==> config.mk <==
export PLATFORM = sky130hd
export DESIGN_NAME = registered_input_pipe
export DESIGN_NICKNAME = d
export VERILOG_FILES = /design/src/rtl/registered_input_pipe_pkg.sv /design/src/rtl/skid_slice.sv /design/src/rtl/registered_input_pipe.sv
export SDC_FILE = /design/constraint.sdc
export NUM_CORES = 1
export LEC_CHECK = 0
export CAP_MARGIN = 20
export CORE_MARGIN = 5
export CORE_UTILIZATION = 40
export CTS_BUF_LIST = sky130_fd_sc_hd__clkbuf_4 sky130_fd_sc_hd__clkbuf_8 sky130_fd_sc_hd__clkbuf_16
export CTS_CLUSTER_DIAMETER = 60
export CTS_CLUSTER_SIZE = 10
export DETAILED_ROUTE_END_ITERATION = 16
export DONT_BUFFER_PORTS = 1
export GPL_ROUTABILITY_DRIVEN = 0
export GPL_TIMING_DRIVEN = 0
export PLACE_DENSITY_LB_ADDON = 0.3
export SYNTH_ARGS = -nofsm -noshare
export SYNTH_HDL_FRONTEND = slang
export SYNTH_SLANG_ARGS = --single-unit
==> constraint.sdc <==
create_clock -name i_clk -period 9.2 [get_ports i_clk]
set_input_delay 1.84 -clock i_clk [delete_from_list [all_inputs] [get_ports i_clk]]
set_output_delay 1.84 -clock i_clk [all_outputs]
set_load 0.01 [all_outputs]
==> src/rtl/registered_input_pipe_pkg.sv <==
// ============================================================================
// Module  : registered_input_pipe_pkg
// Brief   : Shared slice-state encoding and count-width helper for the pipe.
// Revision: 1.0 - initial release
// ============================================================================
`default_nettype none

package registered_input_pipe_pkg;

    // The encoding doubles as the slice occupancy, so EMPTY/ONE/TWO = 0/1/2.
    typedef enum logic [1:0] {
        EMPTY = 2'd0,
        ONE   = 2'd1,
        TWO   = 2'd2
    } slice_state_e;

    localparam int OCC_W = 2;

    function automatic int count_width(input int stages);
        return $clog2(2 * stages + 1);
    endfunction

endpackage : registered_input_pipe_pkg

`default_nettype wire

==> src/rtl/skid_slice.sv <==
// ============================================================================
// Module  : skid_slice
// Brief   : Two-entry skid register slice; all outputs come straight from flops.
// Revision: 1.0 - initial release
// ============================================================================
`default_nettype none

module skid_slice
    import registered_input_pipe_pkg::*;
#(
    parameter int WIDTH = 32
) (
    input  logic             i_clk,
    input  logic             i_rst,
    input  logic             i_valid,
    output logic             o_ready,
    input  logic [WIDTH-1:0] i_data,
    output logic             o_valid,
    input  logic             i_ready,
    output logic [WIDTH-1:0] o_data,
    output logic [OCC_W-1:0] o_occ
);

    slice_state_e     state_q;
    logic             ready_q;
    logic             valid_q;
    logic [WIDTH-1:0] main_q;
    logic [WIDTH-1:0] skid_q;

    logic w_in_xfer;
    logic w_out_xfer;

    assign w_in_xfer  = i_valid & ready_q;
    assign w_out_xfer = valid_q & i_ready;

    always_ff @(posedge i_clk or posedge i_rst) begin
        if (i_rst) begin
            state_q <= EMPTY;
            ready_q <= 1'b0;
            valid_q <= 1'b0;
            main_q  <= '0;
            skid_q  <= '0;
        end else begin
            case (state_q)
                EMPTY: begin
                    // ready_q is low only for the first cycle after reset
                    ready_q <= 1'b1;
                    if (w_in_xfer) begin
                        state_q <= ONE;
                        main_q  <= i_data;
                        valid_q <= 1'b1;
                    end
                end
                ONE: begin
                    if (w_in_xfer && !w_out_xfer) begin
                        state_q <= TWO;
                        skid_q  <= i_data;
                        ready_q <= 1'b0;
                    end else if (!w_in_xfer && w_out_xfer) begin
                        state_q <= EMPTY;
                        valid_q <= 1'b0;
                    end else if (w_in_xfer && w_out_xfer) begin
                        main_q <= i_data;
                    end
                end
                TWO: begin
                    if (w_out_xfer) begin
                        state_q <= ONE;
                        main_q  <= skid_q;
                        ready_q <= 1'b1;
                    end
                end
                default: begin
                    state_q <= EMPTY;
                    ready_q <= 1'b0;
                    valid_q <= 1'b0;
                end
            endcase
        end
    end

    assign o_ready = ready_q;
    assign o_valid = valid_q;
    assign o_data  = main_q;
    assign o_occ   = state_q;

endmodule : skid_slice

`default_nettype wire

==> src/rtl/registered_input_pipe.sv <==
// ============================================================================
// Module  : registered_input_pipe
// Brief   : Chain of STAGES skid slices with a total-occupancy counter.
// Revision: 1.0 - initial release
// ============================================================================
`default_nettype none

module registered_input_pipe
    import registered_input_pipe_pkg::*;
#(
    parameter int WIDTH  = 32,
    parameter int STAGES = 3
) (
    input  logic                              i_clk,
    input  logic                              i_rst,
    input  logic                              i_valid,
    output logic                              o_ready,
    input  logic [WIDTH-1:0]                  i_data,
    output logic                              o_valid,
    input  logic                              i_ready,
    output logic [WIDTH-1:0]                  o_data,
    output logic [$clog2(2*STAGES+1)-1:0]     o_count
);

    localparam int CNT_W = count_width(STAGES);

    // Index k is the handshake between slice k-1 and slice k.
    logic [STAGES:0] w_valid;
    logic [STAGES:0] w_ready;
    logic [WIDTH-1:0] w_data [0:STAGES];
    logic [OCC_W-1:0] w_occ  [0:STAGES-1];
    logic [CNT_W-1:0] w_sum;

    assign w_valid[0]      = i_valid;
    assign w_data[0]       = i_data;
    assign w_ready[STAGES] = i_ready;

    generate
        for (genvar g = 0; g < STAGES; g++) begin : g_slice
            skid_slice #(
                .WIDTH (WIDTH)
            ) u_slice (
                .i_clk   (i_clk),
                .i_rst   (i_rst),
                .i_valid (w_valid[g]),
                .o_ready (w_ready[g]),
                .i_data  (w_data[g]),
                .o_valid (w_valid[g+1]),
                .i_ready (w_ready[g+1]),
                .o_data  (w_data[g+1]),
                .o_occ   (w_occ[g])
            );
        end
    endgenerate

    always_comb begin
        w_sum = '0;
        for (int k = 0; k < STAGES; k++) begin
            w_sum = w_sum + CNT_W'(w_occ[k]);
        end
    end

    assign o_ready = w_ready[0];
    assign o_valid = w_valid[STAGES];
    assign o_data  = w_data[STAGES];
    assign o_count = w_sum;

endmodule : registered_input_pipe

`default_nettype wire

==> results.tsv, run 1 <==
metric	value	unit
CP max-delay cell	fa_1	
Critical Path Sink Type	output port	
Post-CTS Setup Inserts	0	
antenna violations before repair	0	
antenna-violating nets left	0	
dominant cell type by area after synthesis	dfrtp_1	
Via density	5.03	
minimum clock period	3950	ps
# resized after CTS	0	
Worst Max-Slew Pin Slew	657	ps
clk_skew	5.02	ps
Crit Path Max Fanout	7	
fin crit share	0.429	
Synth Warn #	0	
Top Ports	73	
# diodes	0	
final core utilization	0.449	
Core Area	23300	sq um
combinational power share	0.431	
WHS	498	ps
Yosys top cell area share	0.546	
CTS tree	built	
WS Path Type	reg -> out	
switch share	0.312	
status	complete, no violations	
setup violators final	0	
cts bufs inserted	24	
Slew Limit Headroom	0.562	
global route total overflow	0	
sw power	1.39	mW
Die X	163	um
Final Total Pwr	4.47	mW
pin count of the biggest net entering global routing	113	
First-pass DRT Iterations	4	
type of origin of the critical path	flop	
worst hold path class	reg -> reg	
synth top area cells	dfrtp_1 (55%), mux2_2 (25%), mux2_4 (13%)	
clk slew on worst S/H paths	50	ps
Starting DRT DRC Count	262	
share of layout cells above drive strength 1	0.558	
DRC	0	
Critical Path Max Stage Delay	550	ps
Clock Latency Late Sink	500	ps
syn_area_per_cell	15.7	sq um
setup ws final	5250	ps
Internal Power	3.07	mW
WL final	18.1	mm
final net count	662	
initial core utilization	0.402	
dpl ws	5760	ps
clk sinks	204	
Required @ worst endpoint	7360	ps
global-route wire length before repair	29.5	mm
GRT Util Overall	0.139	
die footprint	26600	sq um
CP Cell Sequence	inv_1 > fa_1 > inv_1 > ha_1 > xnor2_1	
Root Driver	clkbuf_16	
Post-synth top flop	dfrtp_1	
post-DP HPWL	12.4	mm
Routed WL per cell	19.2	um
Area Growth Syn to Fin	11.6	%
Port Buffers	0	
Clk pwr share	0.183	
Yosys cell types	27	
Fmax	0.253	GHz
hold_buf cts	0	
asr flop ratio synth	1.00	
synthesized area	9360	sq um
sequential share of power	0.386	
H-tree levels	1	
FF-to-FF path depth	5	
syn nets	635	
most numerous cell in the Yosys netlist	mux2_2	
crit path capture	o_count[2]	
Leakage	4.67	nW
Yosys reg bits	204	
non-filler instance count after layout	944	
worst r2r dst	g_slice[0].u_slice.o_data[22]	
Reg2Reg Setup Slack	7180	ps
Post-synth EDFFs	0	
Placed Cells	916	
Worst EP arrival	2110	ps
Pwr Density	428	nW/um^2
row cnt	56	
Die Y-Extent	163	um
Worst Setup SP	g_slice[0].u_slice.o_occ[1]	
number of vias in the routed layout	4748	
Max Slew Vio Count	0	
VDD IR max	141	uV
post-synthesis sequential area ratio	0.546	
crit-path most repeated cell	inv_1	
clock buffer depth	3	
Final Hold Fails	0	
Synth Instances	596	
unrepaired setup endpoints after global routing	no	
FF-to-FF Start	g_slice[0].u_slice.o_occ[0]	
number of global-route vias before repair	5394	
# Max-Cap Violations	0	
top cells by count, synth	mux2_2 (208), dfrtp_1 (204), mux2_4 (80), buf_2 (19), inv_1 (14)	
## registers in the layout, summed over array words and instances, names as in the netlist
register / cells
g_slice.u_slice.o_data: 96
g_slice.u_slice.skid_q: 96
g_slice.u_slice.o_valid: 3
g_slice.u_slice.o_occ: 6
g_slice.u_slice.o_ready: 3
## power groups by stage
stage                     Sequential [mW]  Clock, mW  Combinational (mW)
after floorplan                      1.62          0                1.66
after global placement               1.71          0                1.89
after detailed placement             1.74          0                1.95
after CTS                            1.73      0.849                1.96
after global routing                 1.79      0.883                2.08
final                                1.72      0.816                1.93
## routing by layer
layer  GRT usage  share of wire
met5           0              0
met3      0.0415          0.070
met2       0.228           0.48
met4      0.0435          0.027
met1       0.177           0.43
## worst min-delay path by stage
stage,from,endpoint,slack [ps],depth (start not counted)
after floorplan,g_slice[1].u_slice.skid_q[25],g_slice[1].u_slice.skid_q[25],470,1
after global placement,g_slice[1].u_slice.skid_q[29],g_slice[1].u_slice.skid_q[29],480,1
after detailed placement,g_slice[1].u_slice.skid_q[20],g_slice[1].u_slice.skid_q[20],490,1
after CTS,g_slice[1].u_slice.skid_q[23],g_slice[1].u_slice.skid_q[23],500,1
after global routing,g_slice[0].u_slice.skid_q[16],g_slice[0].u_slice.skid_q[16],510,1
final,g_slice[2].u_slice.skid_q[8],g_slice[2].u_slice.skid_q[8],500,1
## cells in the final DEF (no fill, tap or decap), types with 2 or more instances in the layout
cell and count:
buf_2 19, a211o_1 6, clkbuf_1 2, nand2b_1 2
and3b_1 3, o21ai_0 12, dfrtp_1 204, and4b_1 3
clkbuf_16 25, mux2_2 208, buf_6 9, a21boi_0 3
nand2_1 8, and2_1 3, nor2_1 4, a22oi_1 3
mux2_4 80, and4bb_2 2, inv_1 13, mux2_1 2
fa_1 2
## cell type report
type / instances / area, sq um
flip-flops and latches: 204 / 5100
plain buffers: 30 / 204
multi-input cells: 348 / 4000
clock buffers: 27 / 647
well taps: 319 / 399
clock inverters: 1 / 5.00
fillers: 2059 / 12800
inverters: 14 / 60.1
repair buffers: 1 / 27.5
## worst max-delay path: cells and delay by family (launching register included)
family,cells,cell delay (ps)
flip-flops,1,440
XOR/XNOR,1,270
buffers and inverters,2,170
adder cells (fa/ha/maj),2,740
## stage by stage
stage	cell area (sq um)	TNS, ps
6_report	10400	0
5_1_grt	10400	0
4_1_cts	10400	0
3_5_place_dp	9790	0
3_3_place_gp	9760	-31330
2_1_floorplan	9360	0
## logic make-up after synthesis
family,after synthesis,share of synthesized area
muxes,291,0.382
adders and majority gates,3,0.00562
AOI/OAI and AO/OA,26,0.0195
and+or+nand+nor,27,0.0189
DFF,204,0.546
xor gates and xnor gates,1,0.000936
buffers and inverters,44,0.0274
No activity file was read; power rests on OpenSTA's default activity.
==> inputs of run 2 (changes only) <==
ABC_AREA = 1   (was default)
clock period = 4 ns   (was 9.2 ns; I/O delays follow)
==> run 2 against run 1 <==
Against the previous run:
- clock-buffer cell count decreased by 2
- sequential power up 100%
- cell count is 56% higher
- register-to-register slack worse by 4900 ps
- via count increased by 49%
==> results.tsv, run 2 <==
metric	value	unit	change
Crit Path Max Fanout	4		-3
Yosys top cell area share	0.552		+0.00627
Area Growth Syn to Fin	12.1	%	
top cells by count, synth	nand2_1 (474), dfrtp_1 (204), o21ai_0 (136), nand3_1 (116), inv_1 (90)		
cts bufs inserted	24		unchanged
Max Slew Vio Count	0		unchanged
Die Y-Extent	162	um	-0.53%
FF-to-FF path depth	6		+1
Post-synth EDFFs	0		unchanged
number of vias in the routed layout	7061		+49%
Pwr Density	780	nW/um^2	+82%
DRC	0		unchanged
share of layout cells above drive strength 1	0.0853		-0.473
Post-synth top flop	dfrtp_1		
commonest non-fill, non-tap cell in the layout	nand2_1		
Routed WL per cell	13.9	um	-28%
Post-CTS Setup Inserts	0		unchanged
# resized after CTS	0		unchanged
H-tree levels	1		unchanged
unrepaired setup endpoints after global routing	no		
Slew Limit Headroom	0.632		+0.0693
clock buffer depth	3		unchanged
Worst EP arrival	2070	ps	-40 ps
Reg2Reg Setup Slack	2310	ps	-4870 ps
row cnt	55		-1.8%
Synth Warn #	0		unchanged
worst hold path class	in -> async		
minimum clock period	2870	ps	
Critical Path Max Stage Delay	530	ps	-20 ps
VDD IR max	316	uV	+120%
clk sinks	204		unchanged
syn nets	1191		+88%
Clock Latency Late Sink	500	ps	about the same
commonest cells after routing, fill and taps aside	nand2_1 (474), dfrtp_1 (204), o21ai_0 (136), nand3_1 (116), inv_1 (89)		
final net count	1223		+85%
setup TNS	0	ps	unchanged
non-filler instance count after layout	1469		+56%
number of global-route vias before repair	6972		+29%
antenna violations before repair	0		unchanged
WHS	218	ps	-280 ps
GRT Util Overall	0.159		+0.0205
clk_skew	6.96	ps	+1.94 ps
crit path capture	o_count[2]		
Final Hold Fails	0		unchanged
setup violators final	0		unchanged
global route total overflow	0		unchanged
Starting DRT DRC Count	480		+83%
Placed Cells	1443		+58%
die footprint	26300	sq um	-1.1%
FF-to-FF Start	g_slice[2].u_slice.o_valid		
CP max-delay cell	fa_1		
synth top area cells	dfrtp_1 (55%), nand2_1 (19%), o21ai_0 (7.4%)		
clk slew on worst S/H paths	50	ps	about the same
post-synthesis sequential area ratio	0.552		+0.00627
type of origin of the critical path	flop		
Top Ports	73		unchanged
Worst Setup SP	g_slice[0].u_slice.o_occ[1]		
antenna-violating nets left	0		unchanged
CTS tree	built		
WS Path Type	reg -> out		
post-DP HPWL	15.1	mm	+22%
hold_buf cts	0		unchanged
Yosys reg bits	204		unchanged
Fmax	0.349	GHz	
# diodes	0		unchanged
pin count of the biggest net entering global routing	38		-66%
Die X	162	um	-0.53%
syn_area_per_cell	8.03	sq um	-49%
global-route wire length before repair	35.6	mm	+20%
Leakage	5.32	nW	+14%
initial core utilization	0.407		+0.00511
Root Driver	clkbuf_16		
synthesized area	9250	sq um	-1.1%
CP Cell Sequence	inv_2 > fa_1 > inv_1 > ha_1 > xnor2_1		
First-pass DRT Iterations	4		unchanged
Synth Instances	1152		+93%
worst r2r dst	g_slice[2].u_slice.o_data[3]		
Port Buffers	0		unchanged
fin crit share	0.717		
most numerous cell in the Yosys netlist	nand2_1		
asr flop ratio synth	1.00		unchanged
Critical Path Sink Type	output port		
Core Area	22700	sq um	-2.4%
Required @ worst endpoint	3200	ps	-4160 ps
Yosys cell types	20		-26%
status	complete, no violations		
dominant cell type by area after synthesis	dfrtp_1		
Via density	4.81		-4.4%
Worst Max-Slew Pin Slew	552	ps	-105 ps
# Max-Cap Violations	0		unchanged
WL final	20.4	mm	+13%
[run 2: how the worst min path moves through the flow]
stage,start,endpoint,slack (ps),cells after the start
finish,i_rst,g_slice[2].u_slice.skid_q[23],220,1
CTS,i_rst,g_slice[2].u_slice.o_valid,210,1
global placement,g_slice[1].u_slice.skid_q[30],g_slice[1].u_slice.skid_q[30],450,2
detailed placement,g_slice[2].u_slice.skid_q[28],g_slice[2].u_slice.skid_q[28],460,2
floorplan,g_slice[1].u_slice.skid_q[28],g_slice[1].u_slice.skid_q[28],440,2
global route,i_rst,g_slice[2].u_slice.skid_q[23],240,1
[run 2: layout make-up]
type | count | area (sq um)
Fill cell | 2234 | 12300
Clock inverter | 1 | 8.76
Inverter | 97 | 368
Multi-Input combinational cell | 785 | 3420
Tap cell | 285 | 357
Buffer | 66 | 360
Timing Repair Buffer | 6 | 120
Clock buffer | 25 | 626
Sequential cell | 204 | 5100
[run 2: critical path, delay by kind of cell, from the launching register on]
| family | cells | cell delay (ps) |
|---|---|---|
| fa+ha+maj | 2 | 720 |
| flops | 1 | 430 |
| xor+xnor | 1 | 280 |
| buf+inv | 2 | 130 |
[run 2: kinds of logic (layout without fill, tap and decap cells)]
kind of cell             after synthesis  after routing  synth area share
buffers and inverters                163            195            0.0783
flip-flops                           204            204             0.552
adder cells (fa/ha/maj)                3              3           0.00568
AO/OA/AOI/OAI                        172            172            0.0943
XOR/XNOR                               1              1          0.000947
AND/OR/NAND/NOR                      609            609             0.269
[run 2: power by group]
group          switching (mW)  internal [mW]  leakage (nW)  total [mW]
clock                   0.760           1.09         0.312        1.85
combinational            1.75          0.959          2.41        2.71
sequential              0.572           2.95          2.60        3.52
total                    3.08           5.00          5.32        8.08
[run 2: metal layers]
| metal | share of wire | GRT usage | wire (um) |
|---|---|---|---|
| met1 | 0.50 | 0.244 | 10200 |
| met2 | 0.44 | 0.239 | 8930 |
| met3 | 0.049 | 0.0277 | 991 |
| met4 | 0.013 | 0.0327 | 263 |
| met5 | 0 | 0 | 0 |
[run 2: metrics by stage]
| step | worst slack [ps] | total power [mW] | util | area [sq um] |
|---|---|---|---|---|
| floorplan | 556 | 5.54 | - | 9260 |
| global placement | -615 | 6.20 | 0.423 | 9610 |
| detailed placement | 1600 | 6.29 | 0.429 | 9730 |
| CTS | 1070 | 8.19 | 0.456 | 10400 |
| global route | 992 | 8.82 | 0.456 | 10400 |
| finish | 1130 | 8.08 | 0.456 | 10400 |
